## config.mk

```make
export PLATFORM = sky130hd
export DESIGN_NAME = sequenciador_ciclos_flat
export DESIGN_NICKNAME = d
export VERILOG_FILES = /design/src/rtl/mips_pkg.sv /design/src/rtl/sequenciador_ciclos_if.sv /design/src/rtl/sequenciador_ciclos_calc_endereco.sv /design/src/rtl/sequenciador_ciclos.sv /design/src/flat_wrapper.sv
export SDC_FILE = /design/constraint.sdc
export NUM_CORES = 1
export LEC_CHECK = 0
export CORE_ASPECT_RATIO = 1.2
export CORE_MARGIN = 2
export CORE_UTILIZATION = 42
export CTS_CLUSTER_DIAMETER = 40
export DETAILED_ROUTE_END_ITERATION = 10
export PLACE_DENSITY = 0.77
export SLEW_MARGIN = 20
export SYNTH_ARGS = -nofsm -noshare
export SYNTH_HDL_FRONTEND = slang
export SYNTH_SLANG_ARGS = --single-unit
```

## constraint.sdc

```tcl
create_clock -name clk -period 3.4 [get_ports clk]
set_clock_uncertainty 0.05 [all_clocks]
set_input_delay 0.85 -clock clk [delete_from_list [all_inputs] [get_ports clk]]
set_output_delay 0.85 -clock clk [all_outputs]
set_load 0.05 [all_outputs]
```

## src/rtl/mips_pkg.sv

```systemverilog
// rtl/mips_pkg.sv - step codes and datapath constants shared by the MIPS sequencer
package mips_pkg;

    localparam int LARGURA_END   = 32;
    localparam int INCREMENTO_PC = 4;

    typedef enum logic [3:0] {
        PASSO_IDLE   = 4'd0,
        PASSO_PC     = 4'd1,
        PASSO_BUSCA  = 4'd2,
        PASSO_DECOD  = 4'd3,
        PASSO_EXEC   = 4'd4,
        PASSO_ESCR   = 4'd5,
        PASSO_PARADO = 4'd15
    } passo_t;

endpackage

```

## src/rtl/sequenciador_ciclos_if.sv

```systemverilog
// rtl/sequenciador_ciclos_if.sv - fetch request/ready handshake with instruction memory
interface sequenciador_ciclos_if;
    import mips_pkg::*;

    logic                   busca;
    logic                   mem_pronto;
    logic [LARGURA_END-1:0] mem_dado;

    modport master (output busca, input mem_pronto, input mem_dado);
    modport slave  (input busca, output mem_pronto, output mem_dado);

endinterface

```

## src/rtl/sequenciador_ciclos_calc_endereco.sv

```systemverilog
// rtl/sequenciador_ciclos_calc_endereco.sv - combinational next-address mux; jr path under SEQ_JR_EN
module calc_endereco #(
    parameter int LARGURA = 32,
    parameter int PASSO   = 4
) (
    input  logic [LARGURA-1:0] endAtual,
    input  logic [LARGURA-1:0] instrucao,
    input  logic [LARGURA-1:0] regA,
    input  logic               desvio,
    input  logic               salto,
    input  logic               jr,
    output logic [LARGURA-1:0] endCalc
);

    logic [LARGURA-1:0] end_seq;
    logic [LARGURA-1:0] end_mais4;
    logic [LARGURA-1:0] desloc;
    logic [LARGURA-1:0] end_desvio;
    logic [LARGURA-1:0] end_salto;
    logic               unused_bits;

    always_comb begin
        end_seq    = endAtual + LARGURA'(PASSO);
        end_mais4  = endAtual + LARGURA'(4);
        desloc     = {{(LARGURA-18){instrucao[15]}}, instrucao[15:0], 2'b00};
        end_desvio = end_mais4 + desloc;
        // jump keeps the region bits of PC+4 and replaces the rest with the word index
        end_salto  = {end_mais4[LARGURA-1 -: 4], instrucao[25:0], 2'b00};
    end

`ifdef SEQ_JR_EN
    always_comb begin
        if (jr)          endCalc = {regA[LARGURA-1:2], 2'b00};
        else if (salto)  endCalc = end_salto;
        else if (desvio) endCalc = end_desvio;
        else             endCalc = end_seq;
    end
    assign unused_bits = ^{instrucao[LARGURA-1:26], regA[1:0]};
`else
    always_comb begin
        if (salto)       endCalc = end_salto;
        else if (desvio) endCalc = end_desvio;
        else             endCalc = end_seq;
    end
    assign unused_bits = ^{instrucao[LARGURA-1:26], regA, jr};
`endif

endmodule

```

## src/rtl/sequenciador_ciclos.sv

```systemverilog
// rtl/sequenciador_ciclos.sv - multi-cycle step sequencer and PC next-address register (SEQ_JR_EN enables jr)
module sequenciador_ciclos #(
    parameter int LARGURA  = mips_pkg::LARGURA_END,
    parameter int PASSO_PC = mips_pkg::INCREMENTO_PC
) (
    input  logic                  clk,
    input  logic                  reset,
    input  logic [LARGURA-1:0]    endAtual,
    sequenciador_ciclos_if.master mem,
    input  logic                  desvio,
    input  logic                  salto,
    input  logic                  parar,
    input  logic [LARGURA-1:0]    regA,
    input  logic                  jr,
    output logic [3:0]            cont,
    output logic [LARGURA-1:0]    endProximo,
    output logic [LARGURA-1:0]    instrucao,
    output logic                  parado
);

    mips_pkg::passo_t   cont_q, cont_d;
    logic [LARGURA-1:0] end_proximo_q, end_proximo_d;
    logic [LARGURA-1:0] instrucao_q, instrucao_d;
    logic               busca_q, busca_d;
    logic               parado_q, parado_d;
    logic [LARGURA-1:0] end_calc;

    calc_endereco #(
        .LARGURA (LARGURA),
        .PASSO   (PASSO_PC)
    ) u_calc (
        .endAtual  (endAtual),
        .instrucao (instrucao_q),
        .regA      (regA),
        .desvio    (desvio),
        .salto     (salto),
        .jr        (jr),
        .endCalc   (end_calc)
    );

    always_comb begin
        cont_d        = cont_q;
        end_proximo_d = end_proximo_q;
        instrucao_d   = instrucao_q;
        busca_d       = busca_q;
        parado_d      = parado_q;
        case (cont_q)
            mips_pkg::PASSO_IDLE, mips_pkg::PASSO_PC: begin
                cont_d  = mips_pkg::PASSO_BUSCA;
                busca_d = 1'b1;
            end
            mips_pkg::PASSO_BUSCA: begin
                if (mem.mem_pronto) begin
                    cont_d      = mips_pkg::PASSO_DECOD;
                    busca_d     = 1'b0;
                    instrucao_d = mem.mem_dado;
                end
            end
            mips_pkg::PASSO_DECOD: cont_d = mips_pkg::PASSO_EXEC;
            mips_pkg::PASSO_EXEC: begin
                cont_d        = mips_pkg::PASSO_ESCR;
                end_proximo_d = end_calc;
            end
            mips_pkg::PASSO_ESCR: begin
                if (parar) begin
                    cont_d   = mips_pkg::PASSO_PARADO;
                    parado_d = 1'b1;
                end else begin
                    cont_d   = mips_pkg::PASSO_PC;
                end
            end
            mips_pkg::PASSO_PARADO: cont_d = mips_pkg::PASSO_PARADO;
            default: begin
                cont_d   = mips_pkg::PASSO_IDLE;
                busca_d  = 1'b0;
                parado_d = 1'b0;
            end
        endcase
    end

    always_ff @(posedge clk) begin
        if (reset) begin
            cont_q        <= mips_pkg::PASSO_IDLE;
            end_proximo_q <= '0;
            instrucao_q   <= '0;
            busca_q       <= 1'b0;
            parado_q      <= 1'b0;
        end else begin
            cont_q        <= cont_d;
            end_proximo_q <= end_proximo_d;
            instrucao_q   <= instrucao_d;
            busca_q       <= busca_d;
            parado_q      <= parado_d;
        end
    end

    assign cont       = cont_q;
    assign endProximo = end_proximo_q;
    assign instrucao  = instrucao_q;
    assign parado     = parado_q;
    assign mem.busca  = busca_q;

endmodule

```

## src/flat_wrapper.sv

```systemverilog
// flat-port wrapper written by rule: the top's interface ports become plain ports
module sequenciador_ciclos_flat 
#(
    parameter int LARGURA  = mips_pkg::LARGURA_END,
    parameter int PASSO_PC = mips_pkg::INCREMENTO_PC
)
  (clk, reset, endAtual, desvio, salto, parar, regA, jr, cont, endProximo, instrucao, parado, mem_busca, mem_mem_pronto, mem_mem_dado);
  sequenciador_ciclos_if mem_i ();
  input  logic clk;
  input  logic reset;
  input  logic [LARGURA-1:0] endAtual;
  input  logic desvio;
  input  logic salto;
  input  logic parar;
  input  logic [LARGURA-1:0] regA;
  input  logic jr;
  output logic [3:0] cont;
  output logic [LARGURA-1:0] endProximo;
  output logic [LARGURA-1:0] instrucao;
  output logic parado;
  output wire logic [$bits(mem_i.busca)-1:0] mem_busca;
  input wire logic [$bits(mem_i.mem_pronto)-1:0] mem_mem_pronto;
  input wire logic [$bits(mem_i.mem_dado)-1:0] mem_mem_dado;
  assign mem_busca = mem_i.busca;
  assign mem_i.mem_pronto = mem_mem_pronto;
  assign mem_i.mem_dado = mem_mem_dado;
  sequenciador_ciclos #(.LARGURA(LARGURA), .PASSO_PC(PASSO_PC)) u_core (.clk(clk), .reset(reset), .endAtual(endAtual), .mem(mem_i), .desvio(desvio), .salto(salto), .parar(parar), .regA(regA), .jr(jr), .cont(cont), .endProximo(endProximo), .instrucao(instrucao), .parado(parado));
endmodule
```

# After elaboration in Yosys (flattened, before gate mapping)
# Index checks and enable logic that the tools add are counted.
totals:
  register_bits: 70
  latch_bits: 0
  mem_bits_rw: 0
  romBits: 0
  input_bits: 103
  output_inout_bits: 70
  elab_cells: 33
  n_memories: 0
op_classes:
  n_addsub: 2
  multipliers: 0
  div_mod_pow: 0
  magnitude_cmp: 0
  n_eq_ne: 8
  n_shift: 0
  n_mux: 9
  bitwise: 2
  n_reduce_logical: 7
ops:
  columns: ["op", "n"]
  rows:
  - ["2-to-1 mux 32 bit", 2]
  - ["adder 32 x 3 -> 32 bit, second input constant", 1]
  - ["adder 32 bit", 1]
  - ["one-hot mux 4 bit (6 select lines)", 1]
  - ["== test 4 x 2 -> 1 bit, second input constant", 2]
  - ["== test 4 x 3 -> 1 bit, second input constant", 2]
  - ["2-to-1 mux 4 bit", 2]
  - ["AND reduction 2 bit", 3]
  - ["OR reduction 6 bit", 1]
  - ["== test 4 x 1 -> 1 bit, second input constant", 1]
  - ["== test 4 bit, second input constant", 1]
  - ["logical NOT 4 bit", 1]
  - ["!= test 2 bit, second input constant", 2]
  - ["OR reduction 4 bit", 1]
  - ["one-hot mux 1 bit (3 select lines)", 1]
  - ["2-to-1 mux 1 bit", 2]
  - ["NOT 1 bit", 2]
  - ["one-hot mux 1 bit (2 select lines)", 1]
  - ["OR reduction 2 bit", 1]

# Logic depth before layout (Yosys ltp)
# Gate-level depths: netlist of the first run.
logic_depth:
  depth_word: 4
  mapped_depth: 16
  mapped_depth_nobuf: 14

# Hierarchy
# Synthesis of the first run repeated with hierarchy kept, for this count alone.
hier_totals:
  cells_unflattened: 750
  hier_area_um2: 5449.0
modules_own_cells:
  columns: ["mod", "n_inst", "cells_per_inst", "area_per_inst_um2", "seq_area_each_um2"]
  rows:
  - ["calc_endereco", 1, 427, 2871.5, 0.0]
  - ["sequenciador_ciclos", 1, 323, 2577.5, 1401.3]

# Worst setup path after synthesis of the first run
# Ideal clock, no wire load.
synth_path:
  path_type: "input -> register"
  from: "in endAtual[5]"
  to: "reg u_core.end_proximo_q[27] (netlist: u_core.endProximo[27])"
  setup_ps: 120
  arrival_time_ps: 3513
  required_ps: 3230
  slack_ps: -282
  path_stages: 14
  path_buffers: 1
  path_cell_list: "and4_1 -> buf_4 -> and3_1 -> nand4_1 -> xnor2_1 -> ha_1 -> or2_2 -> a21o_1 -> nand2_1 -> nand3_1 -> a311oi_1 -> o21ai_0 -> mux2i_1 -> a211o_1"
synth_via:
  elab_chain_cells: 4
synth_rtl:
  columns: ["element", "line_no", "source"]
  rows:
  - ["from (decl)", "flat_wrapper.sv:11", "input logic [LARGURA-1:0] endAtual;"]
  - ["adder 32 x 3 -> 32 bit *", "sequenciador_ciclos_calc_endereco.sv:23, sequenciador_ciclos_calc_endereco.sv:24", null]
  - ["adder 32 bit", "sequenciador_ciclos_calc_endereco.sv:26", "end_desvio = end_mais4 + desloc;"]
  - ["2-to-1 mux 32 bit *", "sequenciador_ciclos_calc_endereco.sv:42", "else if (desvio) endCalc = end_desvio;"]
  - ["2-to-1 mux 32 bit *", "sequenciador_ciclos_calc_endereco.sv:41", "if (salto) endCalc = end_salto;"]
  - ["to (signal assigned)", "sequenciador_ciclos.sv:90", "end_proximo_q <= end_proximo_d;"]
  - ["to (decl)", "sequenciador_ciclos.sv:22", "logic [LARGURA-1:0] end_proximo_q, end_proximo_d;"]
# Every way passes the cells marked *; elsewhere a longest branch is shown, timed or not.
# A chain may end at the register's enable or synchronous reset.

# Final worst setup path of the first run
layout_path:
  from: "in endAtual[9]"
  to: "reg u_core.end_proximo_q[31] (netlist: u_core.endProximo[31])"
layout_via:
  elab_chain_cells: 4
layout_rtl:
  columns: ["element", "line_no"]
  rows:
  - ["adder 32 x 3 -> 32 bit *", "sequenciador_ciclos_calc_endereco.sv:23, sequenciador_ciclos_calc_endereco.sv:24"]
  - ["adder 32 bit", "sequenciador_ciclos_calc_endereco.sv:26"]
  - ["2-to-1 mux 32 bit", "sequenciador_ciclos_calc_endereco.sv:42"]
  - ["2-to-1 mux 32 bit *", "sequenciador_ciclos_calc_endereco.sv:41"]
# Marks and branches as above.

==> reports/qor.csv, run 1 <==
stage,metric,value,unit
sta,max_clock_freq,286,MHz
sta,worst-slew-pin-transition,0.722,ns
min_path,worst_hold_path.num_cells,2,
drt,drt-initial-drc-count,382,
clocking,clkLatencyLatePin,0.34,ns
worst_setup_path,cp.required,3.57,ns
logic_synthesis,ys_seq_elements,70,
power,ir_worst_vdd,0.205,mV
drt,drtAntennaViolNets,0,
worst_setup_path,max_stage_delay,0.30,ns
drt,vias,6481,
worst_setup_path,cp_cell_sequence,buf_6 -> and4_4 -> buf_4 -> nand4_4 -> buf_4 -> nor3_4 -> and3_1 -> xor2_2 -> ha_1 -> a21o_1 -> a21oi_1 -> o21ai_2 -> a21oi_2 -> o41ai_4 -> xnor2_1 -> o22ai_1,
logic_synthesis,syn_inst,700,
power,seqPwrFrac,31.6,%
drt,viasPerCell,5.60,
global_route,grt_antenna_before_repair,0,
clocking,cts_tree,yes,
power,cellLeakagePower,3.82,nW
logic_synthesis,synth-async-reset-ratio,0,%
global_route,grt.met3_usage,4.97,%
worst_setup_path,rr_worst_depth,12,
sta,fin_crit,3.50,ns
drt,wl,20800,um
power,pwr-share-clk,32.6,%
place,place_congestion,1.04,
power,power.density,313,nW/um^2
final_layout,nNetsFinal,1133,
clocking,cts_root_buf,clkbuf_16,
sta,slew_headroom,51.9,%
worst_setup_path,path_delay_family,compound AO/OA/AOI/OAI gates,
logic_synthesis,ys_types,61,
power,internal_power,0.00183,W
global_route,busiest_layer,met2,
final_layout,final_cell_area,8930,um^2
worst_setup_path,cp-end-kind,register,
worst_setup_path,path_buf_inv,3,
worst_setup_path,cp-start-kind,input port,
worst_setup_path,cp.depth,16,
power,swShare,34.4,%
logic_synthesis,synth_most_common_cell,nand2_1,
die,fp.dieH,126,um
clocking,path_clk_slew,0.06,ns
die,initial_utilization,43.0,%
clocking,cts_max_path_buffers,2,
logic_synthesis,ys_seq_area_share,26.9,%
worst_setup_path,critPathKind,input port to register,
logic_synthesis,synthTopCellsByCount,"nand2_1 (134), a21oi_1 (89), dfxtp_1 (70)",
worst_setup_path,critPathSlowestCell,ha_1,
run_status,violations,negative setup slack,
final_layout,drive_gt1_share,32.9,%
logic_synthesis,synth_nets,841,
clocking,cts_sinks,70,
power,p_comb_share,35.8,%
global_route,grt_pass1_vias,6178,
global_route,grtUsageMet2,49.9,%
worst_setup_path,crit_top_cell,buf_4,
final_layout,fillers,867,
drt,drt-wirelength-per-cell,17.9,um
logic_synthesis,synth_top_cell_area_share,26.9,%
logic_synthesis,synth_top_cell_by_area,dfxtp_1,
die,die_x,106,um
clocking,ctsHtreeMaxLevel,3,
worst_setup_path,cp_max_fo,4,
clocking,cts_made_buffers,9,
global_route,grt_max_degree,52,
final_layout,syn2layout_area_growth,71.5,%
sta,grt_setup_unrepaired,true,
place,dp.cells,1114,
die,die_area,13300,um^2
job,max-cap-violations,0,
power,power_switching,0.000962,W
sta,fin_crit_sh,103,%
place,post_dp_cell_area,7850,um^2
drt,firstDrtPassIters,5,
final_layout,antenna_cells,0,
die,io_pins,173,
logic_synthesis,synth_area_per_cell,7.44,um^2
min_path,hp-class,register to register,
final_layout,finalNonFillerCells,1158,
logic_synthesis,synth_edf_count,0,
global_route,grt-ovfl-total,0,
worst_setup_path,arrival,3.66,ns
sta,setup_viol,5,
place,hpwl,13900,um
global_route,use_met1,33.5,%
logic_synthesis,synth-main-ff-cell,dfxtp_1,
logic_synthesis,yosysWarningCount,0,
sta,worst_slack,-0.0987,ns
logic_synthesis,synthTopCellsByArea,"dfxtp_1 (27%), nand2_1 (9.7%), ha_1 (8.9%), a21oi_1 (8.6%), xnor2_1 (7.2%)",
die,num_rows,44,
clocking,hold_buffers,0,
drt,drc,0,
global_route,grt_pass1_wl,30400,um
place,io_buffers,139,
logic_synthesis,synth_area,5210,um^2
sta,hold_viol,0,
global_route,grt_usage,28.5,%
run_status,status,"finished, violations left",
sta,maxSlewViolCount,0,
die,core,12100,um^2
==> layer usage <==
metal	vias up	share of wire, %	wire, um
li1	3069	-	-
met5	-	0	0
met4	0	4.8	998
met3	73	6.1	1260
met2	281	50	10400
met1	3058	39	8060
==> layout by cell type, fill, tap and decap left out, types with 13 or more instances in the layout <==
cell type | synthesis | final
a21o_1 | 18 | 18
a21oi_1 | 89 | 72
a21oi_2 | 0 | 15
buf_4 | 1 | 173
buf_6 | 0 | 15
clkdlybuf4s50_1 | 0 | 116
dfxtp_1 | 70 | 70
ha_1 | 37 | 28
inv_1 | 15 | 13
nand2_1 | 134 | 128
nand3_1 | 26 | 23
nor2_1 | 49 | 42
o21ai_0 | 25 | 16
xnor2_1 | 43 | 33
==> stage by stage <==
stage                     setup TNS, ns  setup slack [ns]  hold WS, ns  power [W]  utilization (%)
after floorplan                  -0.111           -0.0581        0.611    0.00136                -
after global placement           -16.17            -0.898        0.379    0.00175             64.8
after detailed placement         -17.03            -0.916        0.385    0.00176             64.8
after CTS                       -0.0925           -0.0691        0.397    0.00270             70.0
after global routing              -1.40            -0.256        0.419    0.00291             73.7
final                            -0.238           -0.0987        0.392    0.00279             73.7
==> state kept, by name (all words and copies together), names as in the netlist <==
signal	count
u_core.instrucao	32
u_core.parado	1
u_core.cont	4
u_core.endProximo	32
u_core.mem.busca	1
==> cells by family after synthesis <==
family,count (synthesis),synth area share [%]
buffers and inverters,55,4.85
AO/OA/AOI/OAI,209,25.0
flip-flops,70,26.9
multiplexers,8,1.54
XOR/XNOR,55,9.54
adder cells (fa/ha/maj),38,9.27
AND/OR/NAND/NOR,265,22.9
==> power groups by stage <==
stage,logic [W],clock network [W],registers (W)
4_1_cts,0.000900,0.000914,0.000881
3_5_place_dp,0.000857,0,0.000899
5_1_grt,0.00106,0.000961,0.000886
6_report,0.00100,0.000912,0.000883
2_1_floorplan,0.000371,0,0.000989
3_3_place_gp,0.000848,0,0.000898
==> tightest hold or removal path, cell delays in order (launching register included) <==
cell and delay, ns:
dfxtp_1 0.31, nand2_1 0.05, nand2_1 0.04
==> path summary, 6_finish.rpt <==
kind / start / endpoint / slack, ns
max reg2reg: u_core.instrucao[0] / u_core.endProximo[20] / 0.49
max: endAtual[9] / u_core.endProximo[31] / -0.1
min: u_core.endProximo[18] / u_core.endProximo[18] / 0.39
min reg2reg: u_core.endProximo[18] / u_core.endProximo[18] / 0.39
==> repair_timing <==
action	in CTS	in global routing
endpoints found under the setup margin	24	18
pin swaps	51	68
gates resized for setup	118	80
buffers inserted	13	16
==> area by class of cell <==
class                           instances  area, um^2  share of cell area, %
Timing Repair Buffer                  319        2720                   30.5
Clock buffer                           10         239                   2.68
Sequential cell                        70        1400                   15.7
Multi-Input combinational cell        575        4250                   47.6
Clock inverter                          6        46.3                  0.518
Tap cell                              161         201                   2.26
Inverter                               17        67.6                  0.757
Power figures use the tool's default switching activity.
==> run 2: changes to the inputs <==
--- a/config.mk
+++ b/config.mk
@@ -7,10 +7,11 @@
 export LEC_CHECK = 0
 export CORE_ASPECT_RATIO = 1.2
 export CORE_MARGIN = 2
-export CORE_UTILIZATION = 42
+export CORE_UTILIZATION = 35
 export CTS_CLUSTER_DIAMETER = 40
 export DETAILED_ROUTE_END_ITERATION = 10
-export PLACE_DENSITY = 0.77
+export HOLD_SLACK_MARGIN = 0.06
+export PLACE_DENSITY = 0.66
 export SLEW_MARGIN = 20
 export SYNTH_ARGS = -nofsm -noshare
 export SYNTH_HDL_FRONTEND = slang
==> reports/qor.csv, run 2 (synthesis results as in run 1) <==
stage,metric,value,unit,change
sta,worst-slew-pin-transition,0.733,ns,was 0.722 ns
final_layout,drive_gt1_share,33.8,%,was 32.9%
place,hpwl,14400,um,was 13900 um
worst_setup_path,cp_cell_sequence,buf_6 -> and4_4 -> nand4_1 -> buf_6 -> nor2_4 -> nand2_4 -> xnor2_4 -> ha_4 -> a21oi_4 -> buf_4 -> nand2_1 -> nor2_2 -> a21oi_2 -> a311oi_2 -> buf_4 -> o21ai_2 -> mux2i_1 -> a211o_1,,was buf_6 -> and4_4 -> buf_4 -> nand4_4 -> buf_4 -> nor3_4 -> and3_1 -> xor2_2 -> ha_1 -> a21o_1 -> a21oi_1 -> o21ai_2 -> a21oi_2 -> o41ai_4 -> xnor2_1 -> o22ai_1
drt,wl,20200,um,was 20800 um
sta,setup_viol,11,,was 5
sta,fin_crit_sh,105,%,was 103%
sta,max_clock_freq,281,MHz,was 286 MHz
clocking,clkLatencyLatePin,0.34,ns,about the same
drt,firstDrtPassIters,5,,unchanged
min_path,worst_hold_path.num_cells,2,,unchanged
place,io_buffers,139,,unchanged
clocking,ctsHtreeMaxLevel,3,,unchanged
worst_setup_path,critPathKind,input port to register,,unchanged
worst_setup_path,cp_max_fo,4,,unchanged
power,power,0.00284,W,was 0.00279 W
global_route,grt_max_degree,50,,was 52
sta,fin_crit,3.55,ns,was 3.50 ns
job,max-cap-violations,0,,unchanged
global_route,grt_usage,24.8,%,was 28.5%
global_route,grt_pass1_wl,30500,um,was 30400 um
power,internal_power,0.00190,W,was 0.00183 W
power,p_comb_share,35.5,%,was 35.8%
drt,drc,0,,unchanged
run_status,status,"finished, violations left",,unchanged
clocking,cts_root_buf,clkbuf_16,,unchanged
sta,grt_setup_unrepaired,true,,unchanged
sta,slew_headroom,50.9,%,was 51.9%
power,cellLeakagePower,3.88,nW,was 3.82 nW
worst_setup_path,rr_worst_depth,10,,was 12
min_path,hp-class,register to register,,unchanged
global_route,grt-ovfl-total,0,,unchanged
final_layout,syn2layout_area_growth,75.4,%,was 71.5%
power,power_switching,0.000935,W,was 0.000962 W
final_layout,final_cell_mix,"buf_4 (174), nand2_1 (128), clkdlybuf4s50_1 (116), a21oi_1 (74), dfxtp_1 (70)",,"was buf_4 (173), nand2_1 (128), clkdlybuf4s50_1 (116), a21oi_1 (72), dfxtp_1 (70)"
worst_setup_path,cp-start-kind,input port,,unchanged
place,dp.cells,1156,,was 1114
drt,drtAntennaViolNets,0,,unchanged
clocking,cts_sinks,70,,unchanged
worst_setup_path,cp.required,3.58,ns,was 3.57 ns
global_route,grt_pass1_vias,6082,,was 6178
sta,worst_slack,-0.155,ns,was -0.0987 ns
die,core,14500,um^2,was 12100 um^2
run_status,violations,negative setup slack,,unchanged
worst_setup_path,worstReg2RegStart,u_core.instrucao[15],,was u_core.instrucao[0]
final_layout,layout_commonest_cell,buf_4,,unchanged
drt,drt-wirelength-per-cell,16.8,um,was 17.9 um
worst_setup_path,path_delay_family,compound AO/OA/AOI/OAI gates,,unchanged
worst_setup_path,reg2reg_slack,0.59,ns,was 0.49 ns
worst_setup_path,max_stage_delay,0.29,ns,was 0.30 ns
final_layout,antenna_cells,0,,unchanged
clocking,hold_buffers,0,,unchanged
min_path,hold_end,u_core.endProximo[12],,was u_core.endProximo[18]
drt,viasPerCell,5.21,,was 5.60
clocking,cts_max_path_buffers,2,,unchanged
die,fp.dieH,138,um,was 126 um
worst_setup_path,critPathSlowestCell,a311oi_2,,was ha_1
global_route,grt_antenna_before_repair,0,,unchanged
worst_setup_path,r2r_end,u_core.endProximo[30],,was u_core.endProximo[20]
clocking,path_clk_slew,0.06,ns,about the same
drt,drt-initial-drc-count,293,,was 382
drt,vias,6270,,was 6481
sta,maxSlewViolCount,0,,unchanged
die,num_rows,48,,was 44
power,seqPwrFrac,31.2,%,was 31.6%
final_layout,finalNonFillerCells,1204,,was 1158
power,power.density,310,nW/um^2,was 313 nW/um^2
clocking,cts_tree,yes,,unchanged
clocking,cts_made_buffers,9,,unchanged
worst_setup_path,arrival,3.74,ns,was 3.66 ns
worst_setup_path,cp-end-kind,register,,unchanged
min_path,hold_start,u_core.endProximo[12],,was u_core.endProximo[18]
sta,hold_viol,0,,unchanged
power,pwr-share-clk,33.4,%,was 32.6%
power,ir_worst_vdd,0.224,mV,was 0.205 mV
power,swShare,33.0,%,was 34.4%
die,initial_utilization,36.0,%,was 43.0%
final_layout,nNetsFinal,1140,,was 1133
die,die_area,15900,um^2,was 13300 um^2
die,die_x,115,um,was 106 um
die,io_pins,173,,unchanged
worst_setup_path,path_buf_inv,4,,was 3
place,place_congestion,0.971,,was 1.04
run 2: cell types whose count changed in the layout (fill, tap and decap cells not counted), moves of 3 or more:
cell     previous run  this run
buf_2               7        10
xnor2_2             9        12
buf_6              15        21
a21oi_2            15        12
o21ai_0            16        19
xnor2_1            33        30
nor2_1             42        39
run 2: metrics by stage:
step                      utilization, %  setup TNS, ns  cell area [um^2]  hold slack [ns]  setup WS [ns]
after detailed placement            54.7         -17.64              7920            0.387          -1.08
after CTS                           59.9        -0.0362              8680            0.402        -0.0273
after global routing                63.1          -1.89              9140            0.416         -0.236
after global placement              54.7         -17.41              7920            0.379          -1.08
after floorplan                        -         -0.111              5320            0.611        -0.0581
final                               63.1         -0.746              9140            0.400         -0.155
run 2: cell type report:
cell class / instances / area (um^2)
Clock inverter: 5 / 60.1
Inverter: 17 / 67.6
Multi-Input combinational cell: 575 / 4330
Fill cell: 1247 / 5340
Sequential cell: 70 / 1400
Tap cell: 200 / 250
Clock buffer: 11 / 233
Timing Repair Buffer: 326 / 2800
run 2: worst max-delay path by stage:
stage            startpoint               endpoint  slack, ns  cells after the start
2_1_floorplan  endAtual[10]  u_core.endProximo[27]      -0.06                     15
3_3_place_gp   endAtual[10]  u_core.endProximo[26]      -1.08                     15
3_5_place_dp   endAtual[10]  u_core.endProximo[26]      -1.08                     15
4_1_cts         endAtual[9]  u_core.endProximo[27]      -0.03                     17
5_1_grt        endAtual[10]  u_core.endProximo[27]      -0.24                     18
6_report       endAtual[10]  u_core.endProximo[27]      -0.15                     18
run 2: power by group through the flow:
stage / clock (W) / combinational [W] / sequential [W]
after floorplan: 0 / 0.000371 / 0.000989
after global placement: 0 / 0.000861 / 0.000899
after detailed placement: 0 / 0.000864 / 0.000899
after CTS: 0.000963 / 0.000923 / 0.000882
after global routing: 0.000989 / 0.00108 / 0.000887
final: 0.000947 / 0.00101 / 0.000884
run 2: timing repair:
item | 4_1_cts | 5_1_grt
cloned | 0 | 0
endpoints found under the hold margin | 0 | 0
gates resized for setup | 143 | 70
setup endpoints to repair | 22 | 17
buffers inserted | 21 | 15
pin swaps | 62 | 77
run 2: routing by layer:
| metal | up-vias | track usage [%] | part of all wire, % | routed length [um] |
|---|---|---|---|---|
| met4 | 0 | 11.2 | 3.6 | 730 |
| li1 | 3089 | - | - | - |
| met2 | 200 | 44.2 | 51 | 10400 |
| met5 | - | 0 | 0 | 0 |
| met1 | 2936 | 28.5 | 40 | 8000 |
| met3 | 45 | 4.49 | 5.5 | 1100 |
run 2: worst min-delay path: stages, from the launching register on:
cell and delay (ns):
dfxtp_1 0.31, nand2_1 0.05, nand2_1 0.04
==> run 3: changes to the inputs <==
--- a/config.mk
+++ b/config.mk
@@ -11,8 +11,9 @@
 export CTS_CLUSTER_DIAMETER = 40
 export DETAILED_ROUTE_END_ITERATION = 10
 export HOLD_SLACK_MARGIN = 0.06
-export PLACE_DENSITY = 0.66
+export PLACE_DENSITY = 0.75
 export SLEW_MARGIN = 20
 export SYNTH_ARGS = -nofsm -noshare
 export SYNTH_HDL_FRONTEND = slang
 export SYNTH_SLANG_ARGS = --single-unit
+export TNS_END_PERCENT = 10
==> reports/qor.csv, run 3 (synthesis results as in run 1) <==
stage,metric,value,unit,change
drt,met2_length,9860,um,was 10400 um
place,post_dp_cell_area,7990,um^2,was 7920 um^2
clocking,cts_root_buf,clkbuf_16,,unchanged
die,io_pins,173,,unchanged
drt,wl,19500,um,was 20200 um
final_layout,layout_commonest_cell,buf_4,,unchanged
place,hpwl,14500,um,was 14400 um
worst_setup_path,cp_max_fo,9,,was 4
worst_setup_path,cp-start-kind,input port,,unchanged
global_route,grt_antenna_before_repair,0,,unchanged
power,ir_worst_vdd,0.346,mV,was 0.224 mV
final_layout,drive_gt1_share,28.9,%,was 33.8%
drt,firstDrtPassIters,5,,unchanged
final_layout,final_cell_mix,"buf_4 (181), nand2_1 (131), clkdlybuf4s50_1 (116), a21oi_1 (78), dfxtp_1 (70)",,"was buf_4 (174), nand2_1 (128), clkdlybuf4s50_1 (116), a21oi_1 (74), dfxtp_1 (70)"
clocking,cts_max_path_buffers,2,,unchanged
run_status,violations,negative setup slack,,unchanged
place,place_congestion,0.967,,was 0.971
power,power.density,314,nW/um^2,was 310 nW/um^2
drt,met1_length,7740,um,was 8000 um
drt,highest_layer,met4,,unchanged
place,place_ws,-0.988,ns,was -1.08 ns
die,initial_utilization,36.0,%,unchanged
clocking,cts_tree,yes,,unchanged
sta,slew_headroom,54.6,%,was 50.9%
worst_setup_path,cp-end-kind,register,,unchanged
min_path,hp-class,register to register,,unchanged
worst_setup_path,cp.required,3.58,ns,about the same
global_route,grt_usage,24.8,%,about the same
drt,drc,0,,unchanged
sta,max_clock_freq,286,MHz,was 281 MHz
sta,worst_slack,-0.0927,ns,was -0.155 ns
sta,hold_viol,0,,unchanged
place,dp.cells,1168,,was 1156
die,num_rows,48,,unchanged
sta,fin_hold_ws,0.403,ns,was 0.400 ns
global_route,grt_pass1_vias,6289,,was 6082
drt,vias,6325,,was 6270
power,cellLeakagePower,3.78,nW,was 3.88 nW
clocking,path_clk_slew,0.06,ns,about the same
final_layout,syn2layout_area_growth,67.2,%,was 75.4%
place,io_buffers,139,,unchanged
final_layout,final_cell_area,8710,um^2,was 9140 um^2
drt,drt-wirelength-per-cell,16.3,um,was 16.8 um
clocking,hold_buffers,0,,unchanged
sta,fin_crit,3.49,ns,was 3.55 ns
worst_setup_path,critPathKind,input port to register,,unchanged
clocking,cts_made_buffers,9,,unchanged
sta,maxSlewViolCount,0,,unchanged
global_route,grt_max_degree,43,,was 50
run_status,status,"finished, violations left",,unchanged
final_layout,finalNonFillerCells,1202,,was 1204
final_layout,fillers,1263,,was 1247
job,max-cap-violations,0,,unchanged
final_layout,antenna_cells,0,,unchanged
drt,drtAntennaViolNets,0,,unchanged
die,fp.dieH,138,um,unchanged
global_route,grt-ovfl-total,0,,unchanged
sta,tns,-0.560,ns,was -0.746 ns
global_route,grt_pass1_wl,30900,um,was 30500 um
clocking,cts_sinks,70,,unchanged
drt,drt-initial-drc-count,331,,was 293
final_layout,nNetsFinal,1138,,was 1140
drt,viasPerCell,5.26,,was 5.21
die,die_area,15900,um^2,unchanged
die,core,14500,um^2,unchanged
drt,route.met3.wl,1060,um,was 1100 um
sta,setup_viol,11,,unchanged
sta,grt_setup_unrepaired,true,,unchanged
sta,worst-slew-pin-transition,0.681,ns,was 0.733 ns
worst_setup_path,arrival,3.68,ns,was 3.74 ns
sta,fin_crit_sh,103,%,was 105%
clocking,ctsHtreeMaxLevel,3,,unchanged
clocking,clkLatencyLatePin,0.35,ns,was 0.34 ns
die,die_x,115,um,unchanged
## run 3: worst paths after layout
path | startpoint | end | slack [ns] | depth (start not counted)
max | endAtual[7] | u_core.endProximo[31] | -0.09 | 16
min | u_core.instrucao[30] | u_core.instrucao[30] | 0.40 | 2
max reg2reg | u_core.instrucao[0] | u_core.endProximo[20] | 0.56 | 12
min reg2reg | u_core.instrucao[30] | u_core.instrucao[30] | 0.40 | 2
## run 3: stage by stage
stage	utilization [%]	total power, W
floorplan	-	0.00136
global placement	55.2	0.00175
detailed placement	55.2	0.00176
CTS	59.4	0.00272
global route	60.2	0.00285
finish	60.2	0.00273
## run 3: final cells by class
type / instances / area [um^2] / share of cell area, %
multi-input cells: 575 / 3950 / 45.3
repair buffers: 324 / 2760 / 31.7
flip-flops and latches: 70 / 1400 / 16.1
well taps: 200 / 250 / 2.87
clock buffers: 10 / 239 / 2.74
inverters: 17 / 67.6 / 0.776
clock inverters: 6 / 45.0 / 0.517
## run 3: layer usage
layer / vias up / GRT usage (%)
li1: 3085 / -
met1: 2973 / 27.4
met2: 218 / 44.2
met3: 49 / 4.49
met4: 0 / 14.4
met5: - / 0
## run 3: what timing repair did
action | CTS | global route
gates resized for setup | 121 | 16
setup endpoints to repair | 23 | 14
setup buffers | 15 | 3
gates cloned | 0 | 0
hold endpoints to repair | 0 | 0
pin swaps | 49 | 15
## run 3: worst max-delay path: stages
cell     delay (ns)
buf_2          0.09
and4_4         0.27
nand2_2        0.13
buf_4          0.17
nor4_4         0.32
buf_4          0.17
nand3_1        0.11
xnor2_2        0.24
ha_1           0.28
buf_4          0.18
a21oi_2        0.20
o21ai_1        0.11
a21oi_2        0.20
o41ai_4        0.11
xnor2_1        0.16
o22ai_1        0.08
## run 3: where the power goes
part	switching (W)	internal (W)	total, W	leakage (nW)
Sequential	0.0000358	0.000849	0.000885	0.568
Combinational	0.000485	0.000447	0.000932	3.08
Clock	0.000397	0.000517	0.000914	0.132
Total	0.000917	0.00181	0.00273	3.78
